<file path="src/rtl/offnariscv_pkg.sv">
// Shared definitions for the core snoop controller: CRRESP bit positions,
// DVM snoop encodings, the snoop sequencer state type and the response merge.
// Pure definitions, no logic state.
package offnariscv_pkg;

  // CRRESP bit positions {WasUnique, IsShared, PassDirty, Error, DataTransfer}
  localparam int CRRESP_DT  = 0;
  localparam int CRRESP_ERR = 1;
  localparam int CRRESP_PD  = 2;
  localparam int CRRESP_IS  = 3;
  localparam int CRRESP_WU  = 4;

  // ACSNOOP encodings that are DVM traffic and never touch the caches
  localparam logic [3:0] ACSNOOP_DVM_CMPL = 4'b1110;
  localparam logic [3:0] ACSNOOP_DVM_MSG  = 4'b1111;

  typedef enum logic [2:0] {
    SNP_IDLE,
    SNP_ISSUE,
    SNP_WAIT,
    SNP_RESP,
    SNP_DATA
  } snoop_state_e;

  function automatic logic is_dvm(input logic [3:0] snoop);
    return (snoop == ACSNOOP_DVM_CMPL) || (snoop == ACSNOOP_DVM_MSG);
  endfunction

  // Merge the I-cache sharing/error flags with the full D-cache response.
  // The I-cache never holds dirty data, so only the D-cache may supply
  // PassDirty and DataTransfer.
  function automatic logic [4:0] merge_crresp(input logic       i_wu,
                                              input logic       i_is,
                                              input logic       i_err,
                                              input logic [4:0] d_resp);
    logic [4:0] m;
    m             = '0;
    m[CRRESP_WU]  = i_wu  | d_resp[CRRESP_WU];
    m[CRRESP_IS]  = i_is  | d_resp[CRRESP_IS];
    m[CRRESP_ERR] = i_err | d_resp[CRRESP_ERR];
    m[CRRESP_PD]  = d_resp[CRRESP_PD];
    m[CRRESP_DT]  = d_resp[CRRESP_DT];
    return m;
  endfunction

endpackage

</file>
<file path="src/rtl/snoop_target_port.sv">
// Per-cache snoop issue/response tracker: holds the request until accepted, then collects one response.
// Latency: request visible the cycle issue_en rises; response accepted from the cycle after request handshake.
// Backpressure: snp_valid held until snp_ready; rsp_ready high only between issue and response.
//
// Ports: clk/rst (sync, active-low); clr clears both flags (controller idle);
//   issue_en qualifies the request; snp_valid/snp_ready request handshake;
//   rsp_valid/rsp_ready response handshake; issued_nxt/done_nxt are the flag
//   values including this cycle's handshake; rsp_fire marks response capture.
module snoop_target_port (
  input  logic clk,
  input  logic rst,
  input  logic clr,
  input  logic issue_en,
  output logic snp_valid,
  input  logic snp_ready,
  input  logic rsp_valid,
  output logic rsp_ready,
  output logic issued_nxt,
  output logic done_nxt,
  output logic rsp_fire
);

  logic issued_q;
  logic done_q;
  logic snp_fire;

  assign snp_valid  = issue_en & ~issued_q;
  assign snp_fire   = snp_valid & snp_ready;
  // A response is only taken once this cache has seen the request.
  assign rsp_ready  = issued_q & ~done_q;
  assign rsp_fire   = rsp_valid & rsp_ready;
  // Look-ahead values let the controller advance in the handshake cycle.
  assign issued_nxt = issued_q | snp_fire;
  assign done_nxt   = done_q | rsp_fire;

  always_ff @(posedge clk) begin
    if (!rst || clr) begin
      issued_q <= 1'b0;
      done_q   <= 1'b0;
    end else begin
      issued_q <= issued_nxt;
      done_q   <= done_nxt;
    end
  end

endmodule

</file>
<file path="src/rtl/core_snoop_ctrl.sv">
// ACE snoop sequencer: broadcasts one snoop to I/D caches, merges CRRESP, forwards the D line on CD.
// Latency: AC accept T -> cr_valid T+3 at best (T+1 for DVM); cd_valid the cycle after the CR handshake.
// Backpressure: one snoop in flight (ac_ready only in IDLE); cr/cd/snp valids held until their ready.
//
// Ports: clk, rst (sync, active-low); AC in (ac_valid/ac_ready/ac_addr/ac_snoop/ac_prot);
//   CR out (cr_valid/cr_ready/cr_resp); CD out (cd_valid/cd_ready/cd_data/cd_last);
//   per-cache request (snp_i/d_valid, snp_i/d_ready, shared snp_addr/snp_snoop);
//   per-cache response (rsp_i/d_valid, rsp_i/d_ready, rsp_i/d_resp, rsp_d_data).
// Build option: CORE_SNOOP_ICACHE_EN enables I-cache participation; without it
//   the I-cache ports are inert and the D-cache alone answers.
module core_snoop_ctrl
  import offnariscv_pkg::*;
#(
  parameter int ADDR_WIDTH = 32,
  parameter int DATA_WIDTH = 256
) (
  input  logic                  clk,
  input  logic                  rst,
  input  logic                  ac_valid,
  output logic                  ac_ready,
  input  logic [ADDR_WIDTH-1:0] ac_addr,
  input  logic [3:0]            ac_snoop,
  input  logic [2:0]            ac_prot,
  output logic                  cr_valid,
  input  logic                  cr_ready,
  output logic [4:0]            cr_resp,
  output logic                  cd_valid,
  input  logic                  cd_ready,
  output logic [DATA_WIDTH-1:0] cd_data,
  output logic                  cd_last,
  output logic                  snp_i_valid,
  output logic                  snp_d_valid,
  input  logic                  snp_i_ready,
  input  logic                  snp_d_ready,
  output logic [ADDR_WIDTH-1:0] snp_addr,
  output logic [3:0]            snp_snoop,
  input  logic                  rsp_i_valid,
  input  logic                  rsp_d_valid,
  output logic                  rsp_i_ready,
  output logic                  rsp_d_ready,
  input  logic [4:0]            rsp_i_resp,
  input  logic [4:0]            rsp_d_resp,
  input  logic [DATA_WIDTH-1:0] rsp_d_data
);

  snoop_state_e state_q, state_d;

  logic [ADDR_WIDTH-1:0] addr_q;
  logic [3:0]            snoop_q;
  logic [2:0]            prot_q;
  logic [2:0]            i_flags_q;   // {WasUnique, IsShared, Error} from I-cache
  logic [4:0]            d_resp_q;
  logic [DATA_WIDTH-1:0] data_q;

  logic in_idle;
  logic in_issue;
  logic ac_fire;
  logic issued_i_nxt, done_i_nxt, i_fire;
  logic issued_d_nxt, done_d_nxt, d_fire;
  logic [4:0] merged;

  assign in_idle  = (state_q == SNP_IDLE);
  assign in_issue = (state_q == SNP_ISSUE);
  // Gated by rst so nothing is accepted while reset is held.
  assign ac_ready = in_idle & rst;
  assign ac_fire  = ac_valid & ac_ready;

  snoop_target_port u_d_port (
    .clk        (clk),
    .rst        (rst),
    .clr        (in_idle),
    .issue_en   (in_issue),
    .snp_valid  (snp_d_valid),
    .snp_ready  (snp_d_ready),
    .rsp_valid  (rsp_d_valid),
    .rsp_ready  (rsp_d_ready),
    .issued_nxt (issued_d_nxt),
    .done_nxt   (done_d_nxt),
    .rsp_fire   (d_fire)
  );

`ifdef CORE_SNOOP_ICACHE_EN
  snoop_target_port u_i_port (
    .clk        (clk),
    .rst        (rst),
    .clr        (in_idle),
    .issue_en   (in_issue),
    .snp_valid  (snp_i_valid),
    .snp_ready  (snp_i_ready),
    .rsp_valid  (rsp_i_valid),
    .rsp_ready  (rsp_i_ready),
    .issued_nxt (issued_i_nxt),
    .done_nxt   (done_i_nxt),
    .rsp_fire   (i_fire)
  );
`else
  // I-cache absent: it counts as already issued and answered, so the
  // sequencer waits on the D-cache only and I flags stay clear.
  assign snp_i_valid  = 1'b0;
  assign rsp_i_ready  = 1'b0;
  assign issued_i_nxt = 1'b1;
  assign done_i_nxt   = 1'b1;
  assign i_fire       = 1'b0;

  logic unused_i_port;
  assign unused_i_port = ^{snp_i_ready, rsp_i_valid};
`endif

  // PassDirty/DataTransfer from the I-cache are meaningless; prot is only kept.
  logic unused_bits;
  assign unused_bits = ^{rsp_i_resp[CRRESP_DT], rsp_i_resp[CRRESP_PD], prot_q};

  assign merged = merge_crresp(i_flags_q[2], i_flags_q[1], i_flags_q[0], d_resp_q);

  always_comb begin
    state_d  = state_q;
    cr_valid = 1'b0;
    cd_valid = 1'b0;
    unique case (state_q)
      SNP_IDLE: begin
        if (ac_fire) state_d = is_dvm(ac_snoop) ? SNP_RESP : SNP_ISSUE;
      end
      SNP_ISSUE: begin
        if (issued_i_nxt && issued_d_nxt) state_d = SNP_WAIT;
      end
      SNP_WAIT: begin
        if (done_i_nxt && done_d_nxt) state_d = SNP_RESP;
      end
      SNP_RESP: begin
        cr_valid = 1'b1;
        if (cr_ready) state_d = merged[CRRESP_DT] ? SNP_DATA : SNP_IDLE;
      end
      SNP_DATA: begin
        cd_valid = 1'b1;
        if (cd_ready) state_d = SNP_IDLE;
      end
      default: state_d = SNP_IDLE;
    endcase
  end

  always_ff @(posedge clk) begin
    if (!rst) begin
      state_q   <= SNP_IDLE;
      addr_q    <= '0;
      snoop_q   <= '0;
      prot_q    <= '0;
      i_flags_q <= '0;
      d_resp_q  <= '0;
      data_q    <= '0;
    end else begin
      state_q <= state_d;
      // Clearing the response latches on accept makes a DVM answer zero.
      if (ac_fire) begin
        addr_q    <= ac_addr;
        snoop_q   <= ac_snoop;
        prot_q    <= ac_prot;
        i_flags_q <= '0;
        d_resp_q  <= '0;
      end
      if (i_fire) begin
        i_flags_q <= {rsp_i_resp[CRRESP_WU], rsp_i_resp[CRRESP_IS], rsp_i_resp[CRRESP_ERR]};
      end
      if (d_fire) begin
        d_resp_q <= rsp_d_resp;
        if (rsp_d_resp[CRRESP_DT]) data_q <= rsp_d_data;
      end
    end
  end

  assign cr_resp   = merged;
  assign cd_data   = data_q;
  assign cd_last   = cd_valid;
  assign snp_addr  = addr_q;
  assign snp_snoop = snoop_q;

endmodule

</file>
<file path="config.mk">
export PLATFORM = sky130hd
export DESIGN_NAME = core_snoop_ctrl
export DESIGN_NICKNAME = d
export VERILOG_FILES = /design/src/rtl/offnariscv_pkg.sv /design/src/rtl/snoop_target_port.sv /design/src/rtl/core_snoop_ctrl.sv
export SDC_FILE = /design/constraint.sdc
export NUM_CORES = 1
export LEC_CHECK = 0
export BUFFER_PORTS_ARGS = -buffer_cell sky130_fd_sc_hd__buf_4
export CAP_MARGIN = 0
export CORE_AREA = 4 4 237 239
export DETAILED_ROUTE_END_ITERATION = 16
export DIE_AREA = 0 0 241 243
export PLACE_DENSITY_LB_ADDON = 0.15
export SETUP_SLACK_MARGIN = 0.15
export SYNTH_ARGS = -nofsm -noshare
export SYNTH_HDL_FRONTEND = slang
export SYNTH_HIERARCHICAL = 1
export SYNTH_SLANG_ARGS = --single-unit
export TNS_END_PERCENT = 1
</file>
<file path="constraint.sdc">
create_clock -name clk -period 3.85 [get_ports clk]
set_input_delay 0.5775 -clock clk [delete_from_list [all_inputs] [get_ports clk]]
set_output_delay 0.5775 -clock clk [all_outputs]
set_load 0.03 [all_outputs]
</file>
# Word-level counts from Yosys, hierarchy flattened
# Index checks and enable logic that the tools add are counted.
[word_totals]
register_bits = 302
latch_bits = 0
ram_bits = 0
mem_bits_ro = 0
in_bits = 314
out_inout_bits = 305
wordCells = 47
n_memories = 0
[classes]
n_addsub = 0
mul = 0
div = 0
n_lt_le_gt_ge = 0
n_eq_ne = 11
shifts = 0
muxes = 12
n_bitwise = 10
n_reduce_logical = 7
[ops]
columns = ["op", "count"]
rows = [
  ["3-bit two-way mux", 6],
  ["3-bit one-hot mux with 5 select lines", 1],
  ["5-bit two-way mux", 2],
  ["4-bit equality test (second input constant)", 2],
  ["2-bit inequality test (second input constant)", 4],
  ["1-bit bitwise AND", 6],
  ["3-bit by 2-bit equality test with 1-bit output (second input constant)", 2],
  ["5-bit AND reduction", 1],
  ["3-bit by 1-bit equality test with 1-bit output (second input constant)", 1],
  ["3-bit equality test (second input constant)", 1],
  ["3-bit zero test", 1],
  ["1-bit logical OR", 2],
  ["1-bit two-way mux", 2],
  ["2-bit two-way mux", 1],
  ["2-bit by 1-bit inequality test with 1-bit output (second input constant)", 1],
  ["1-bit NOT", 2],
  ["1-bit OR", 2],
  ["2-bit AND reduction", 1],
  ["2-bit nonzero test", 1],
  ["1-bit zero test", 1],
]

# Logic depth before layout (Yosys ltp)
[depth]
ltp_word = 6
depth_mapped = 8
mapped_depth_nobuf = 6

# Cells and area by module
# Netlist, hierarchy kept.
[modules_own_cells]
columns = ["mod", "n_inst", "cells_each", "area_each_um2", "seq_area_each_um2"]
rows = [
  ["core_snoop_ctrl", 1, 1326, 11108.2, 6005.8],
  ["snoop_target_port", 1, 10, 108.9, 40.0],
]

# Worst setup path before layout
# No wires, ideal clock.
[synth_path]
kind = "input to output"
startpoint = "input rst"
endpoint = "output ac_ready"
arrival_time_ns = 1.474
setup_slack_ns = 1.798
path_stages = 3
path_buffers = 1
path_cell_list = "buf_2 > nand2b_1 > nor3_1"
[synth_via]
elab_chain_cells = 1
[synth_lines]
columns = ["element", "line", "text"]
rows = [
  ["start: declaration", "core_snoop_ctrl.sv:18", "input logic rst,"],
  ["1-bit bitwise AND", "core_snoop_ctrl.sv:65", "assign ac_ready = in_idle & rst;"],
  ["end: declaration", "core_snoop_ctrl.sv:20", "output logic ac_ready,"],
]
# Every way passes these cells.

# Final worst setup path
[layout_path]
startpoint = "register u_d_port.issued_q"
endpoint = "register data_q[90] (netlist: cd_data[90])"
[layout_via]
elab_chain_cells = 3
[layout_lines]
columns = ["element", "line", "text"]
rows = [
  ["start: declaration", "snoop_target_port.sv:23", "logic issued_q;"],
  ["start signal: assignment", "snoop_target_port.sv:41", "issued_q <= issued_nxt;"],
  ["1-bit bitwise AND", "snoop_target_port.sv:30", "assign rsp_ready = issued_q & ~done_q;"],
  ["1-bit bitwise AND", "snoop_target_port.sv:31", "assign rsp_fire = rsp_valid & rsp_ready;"],
  ["named net d_fire", "core_snoop_ctrl.sv:59", "logic issued_d_nxt, done_d_nxt, d_fire;"],
  ["2-bit AND reduction (no line)", "n/a", ""],
  ["end signal: assignment", "core_snoop_ctrl.sv:165", "if (rsp_d_resp[CRRESP_DT]) data_q <= rsp_d_data;"],
  ["end: declaration", "core_snoop_ctrl.sv:53", "logic [DATA_WIDTH-1:0] data_q;"],
]
# The timed path passes the listed nets, and every way through them passes these cells.
# A chain may end at the register's enable or synchronous reset.

==> impl_metrics.py <==
metrics = {
    "routing": {
        "met2_length_um": 22150,
        "wl_met1_um": 17350,
        "firstDrtPassIters": 4,
        "wl_met3_um": 3449,
        "dr.first_iter.drc_count": 446,
        "wl_per_cell_um": 17.03,
        "wirelength_um": 44530,
        "vias": 10620,
        "drc": 0,
        "routed_via_density": 4.063,
        "top_layer": "met5",
        "antenna_violating_nets_post_route": 0,
    },
    "global_route": {
        "antenna_found_initial": 1,
        "grt_overflow": 0,
        "grt_usage_pct": 14.32,
        "grt_max_degree": 158,
        "grt_pass1_wl_um": 65030,
        "grt_pass1_vias": 10430,
    },
    "timing": {
        "setup_viol": 0,
        "fmax_ghz": 0.4285,
        "rsz0062_at_grt": "false",
        "worst_clock_skew_ns": 0.009484,
        "worstMarginPinSlew_ns": 0.8233,
        "fin_crit_sh_pct": 60.62,
        "relSlewSlack_pct": 45.11,
        "min_period_ns": 2.334,
        "slew_viol_final": 0,
        "hold_viol": 0,
        "tns_ns": 0,
    },
    "clock_tree": {
        "root_buffer": "clkbuf_16",
        "cts_sinks": 302,
        "cts_tree": "yes",
        "cts.hold.buffers_added": 0,
        "numCtsBuffers": 38,
        "ctsHtreeMaxLevel": 2,
        "clkLatencyLatePin_ns": 0.53,
        "postCtsSetupBuffers": 0,
        "clk_pin_slew_ns": 0.06,
        "cts_resized": 0,
        "clockBufferDepth": 3,
    },
    "synthesis": {
        "syn_inst": 1336,
        "synth-edff-count": 0,
        "ys_seq_area_share_pct": 53.90,
        "yosysUniqueCellTypes": 34,
        "netlist.area_leader.share_pct": 53.90,
        "ys_ff_latch": 302,
        "syn_area_mm2": 0.01122,
        "async_flop_share_pct": 0,
        "ys_top_cells_by_area": "dfxtp_1, nand2_1, a21boi_0",
        "yosysWarnings": 6,
        "ys.flop_type": "dfxtp_1",
        "synth_largest_area_cell": "dfxtp_1",
        "syn_area_per_cell_um2": 8.396,
    },
    "die": {
        "die_h_um": 243,
        "io_pins": 619,
        "die_w_um": 241,
        "num_rows": 85,
        "fp.coreArea_mm2": 0.05381,
        "start_util_pct": 20.84,
        "dieArea_mm2": 0.05856,
    },
    "placed_design": {
        "gp_congestion": 0.7857,
        "dpl_cell_area_mm2": 0.01633,
        "port_buffers": 606,
        "dp_hpwl_um": 32840,
    },
    "setup_path": {
        "path_class": "flop to flop",
        "required_ns": 4.30,
        "start_kind": "flop",
        "critPathCaptureType": "flop",
        "crit_start": "u_d_port/issued_q$_SDFF_PP0_",
        "timing.rr.start": "u_d_port/issued_q$_SDFF_PP0_",
        "critPathMaxFanout": 47,
        "arrival_ns": 2.78,
    },
    "final_layout": {
        "fillerInstances": 5786,
        "area_delta_synth_final_pct": 57.02,
        "final_cell_mix": "buf_4, nand2_1, dfxtp_1, a21boi_0, clkbuf_16",
        "final_common_cell": "buf_4",
        "fin_area_mm2": 0.01761,
        "nets": 2206,
        "drive_above_1_share_pct": 35.77,
        "num_antenna_cells": 0,
        "postLayoutCoreUtil_pct": 32.73,
    },
    "flow_run": {
        "cap_violations": 0,
    },
    "pwr": {
        "leakage_nw": 7.243,
        "power-per-cell-area_mw_per_mm2": 422.7,
        "ir_drop_mv": 0.3338,
    },
    "outcome": {
        "status": "finished, final reports clean",
    },
    "worst_hold_path": {
        "hold_class": "input port to flop",
        "hold_start": "ac_addr[28]",
    },
}
## critical path, stage by stage, from the launching register on
cell and delay (ns):
dfxtp_1 0.36, nor2b_4 0.16, and2_1 0.38, and2_4 0.48
buf_4 0.53, nand2_1 0.11, a21boi_0 0.17
## layout make-up
| class | instances | area [um2] | area share (%) |
|---|---|---|---|
| Sequential cell | 302 | 6046 | 34.33 |
| Timing Repair Buffer | 620 | 4746 | 26.94 |
| Multi-Input combinational cell | 929 | 4664 | 26.48 |
| Clock buffer | 59 | 1194 | 6.777 |
| Tap cell | 696 | 870.8 | 4.944 |
| Clock inverter | 7 | 88.84 | 0.5044 |
| Inverter | 1 | 3.754 | 0.02131 |
## final timing paths
kind	end	slack, ns	cells after the start
worst max register to register	cd_data[90]$_SDFFE_PN0P_	1.52	6
worst min-delay path	snp_addr[28]$_SDFFE_PN0P_	0.24	3
worst min register to register	snp_addr[18]$_SDFFE_PN0P_	0.45	2
worst max-delay path	cd_data[90]$_SDFFE_PN0P_	1.52	6
## state kept, by name (all words and copies together) (netlist names)
signal	cells
snp_snoop	4
snp_addr	32
d_resp_q	5
state_q	3
u_d_port/done_q	1
cd_data	256
u_d_port/issued_q	1
## Yosys cell counts (3+ instances only)
library cell / instances
a21boi_1: 4
a21boi_0: 256
nand2_1: 594
buf_2: 56
or3b_1: 3
dfxtp_1: 302
clkbuf_2: 3
nor2_1: 4
buf_4: 9
nor3b_1: 3
clkbuf_1: 35
and2_1: 3
o21ai_0: 36
## through the flow
stage	total power [W]	cells	hold slack, ns	setup WS (ns)
final	0.007444	2614	0.2380	1.516
after global routing	0.007781	2614	0.2052	1.266
after CTS	0.007613	2614	0.1869	1.427
after detailed placement	0.003887	2548	0.4510	1.300
after global placement	0.003884	2548	0.4462	1.376
after floorplan	0.003531	1337	0.5625	1.798
## kinds of logic (layout without fill, tap and decap cells)
family	Yosys count	in the layout	share of synthesized area (%)
AOI/OAI and AO/OA	303	303	19.45
buffers and inverters	106	687	4.640
DFF	302	302	53.90
muxes	2	2	0.2900
other	1	2	0.03343
and+or+nand+nor	622	622	21.68
## metal layers
layer	up-vias	global-route usage, %
met1	4820	16.00
li1	5382	-
met2	334	25.17
met3	82	4.461
met5	-	0
met4	2	5.840
## power by group
part / internal (W) / switching [W] / total [W] / leakage (nW)
sequential: 0.00318 / 0.0000315 / 0.00321 / 2.44
combinational: 0.000325 / 0.000279 / 0.000604 / 4.17
clock: 0.00226 / 0.00138 / 0.00363 / 0.635
(Power assumes the default switching activity.)
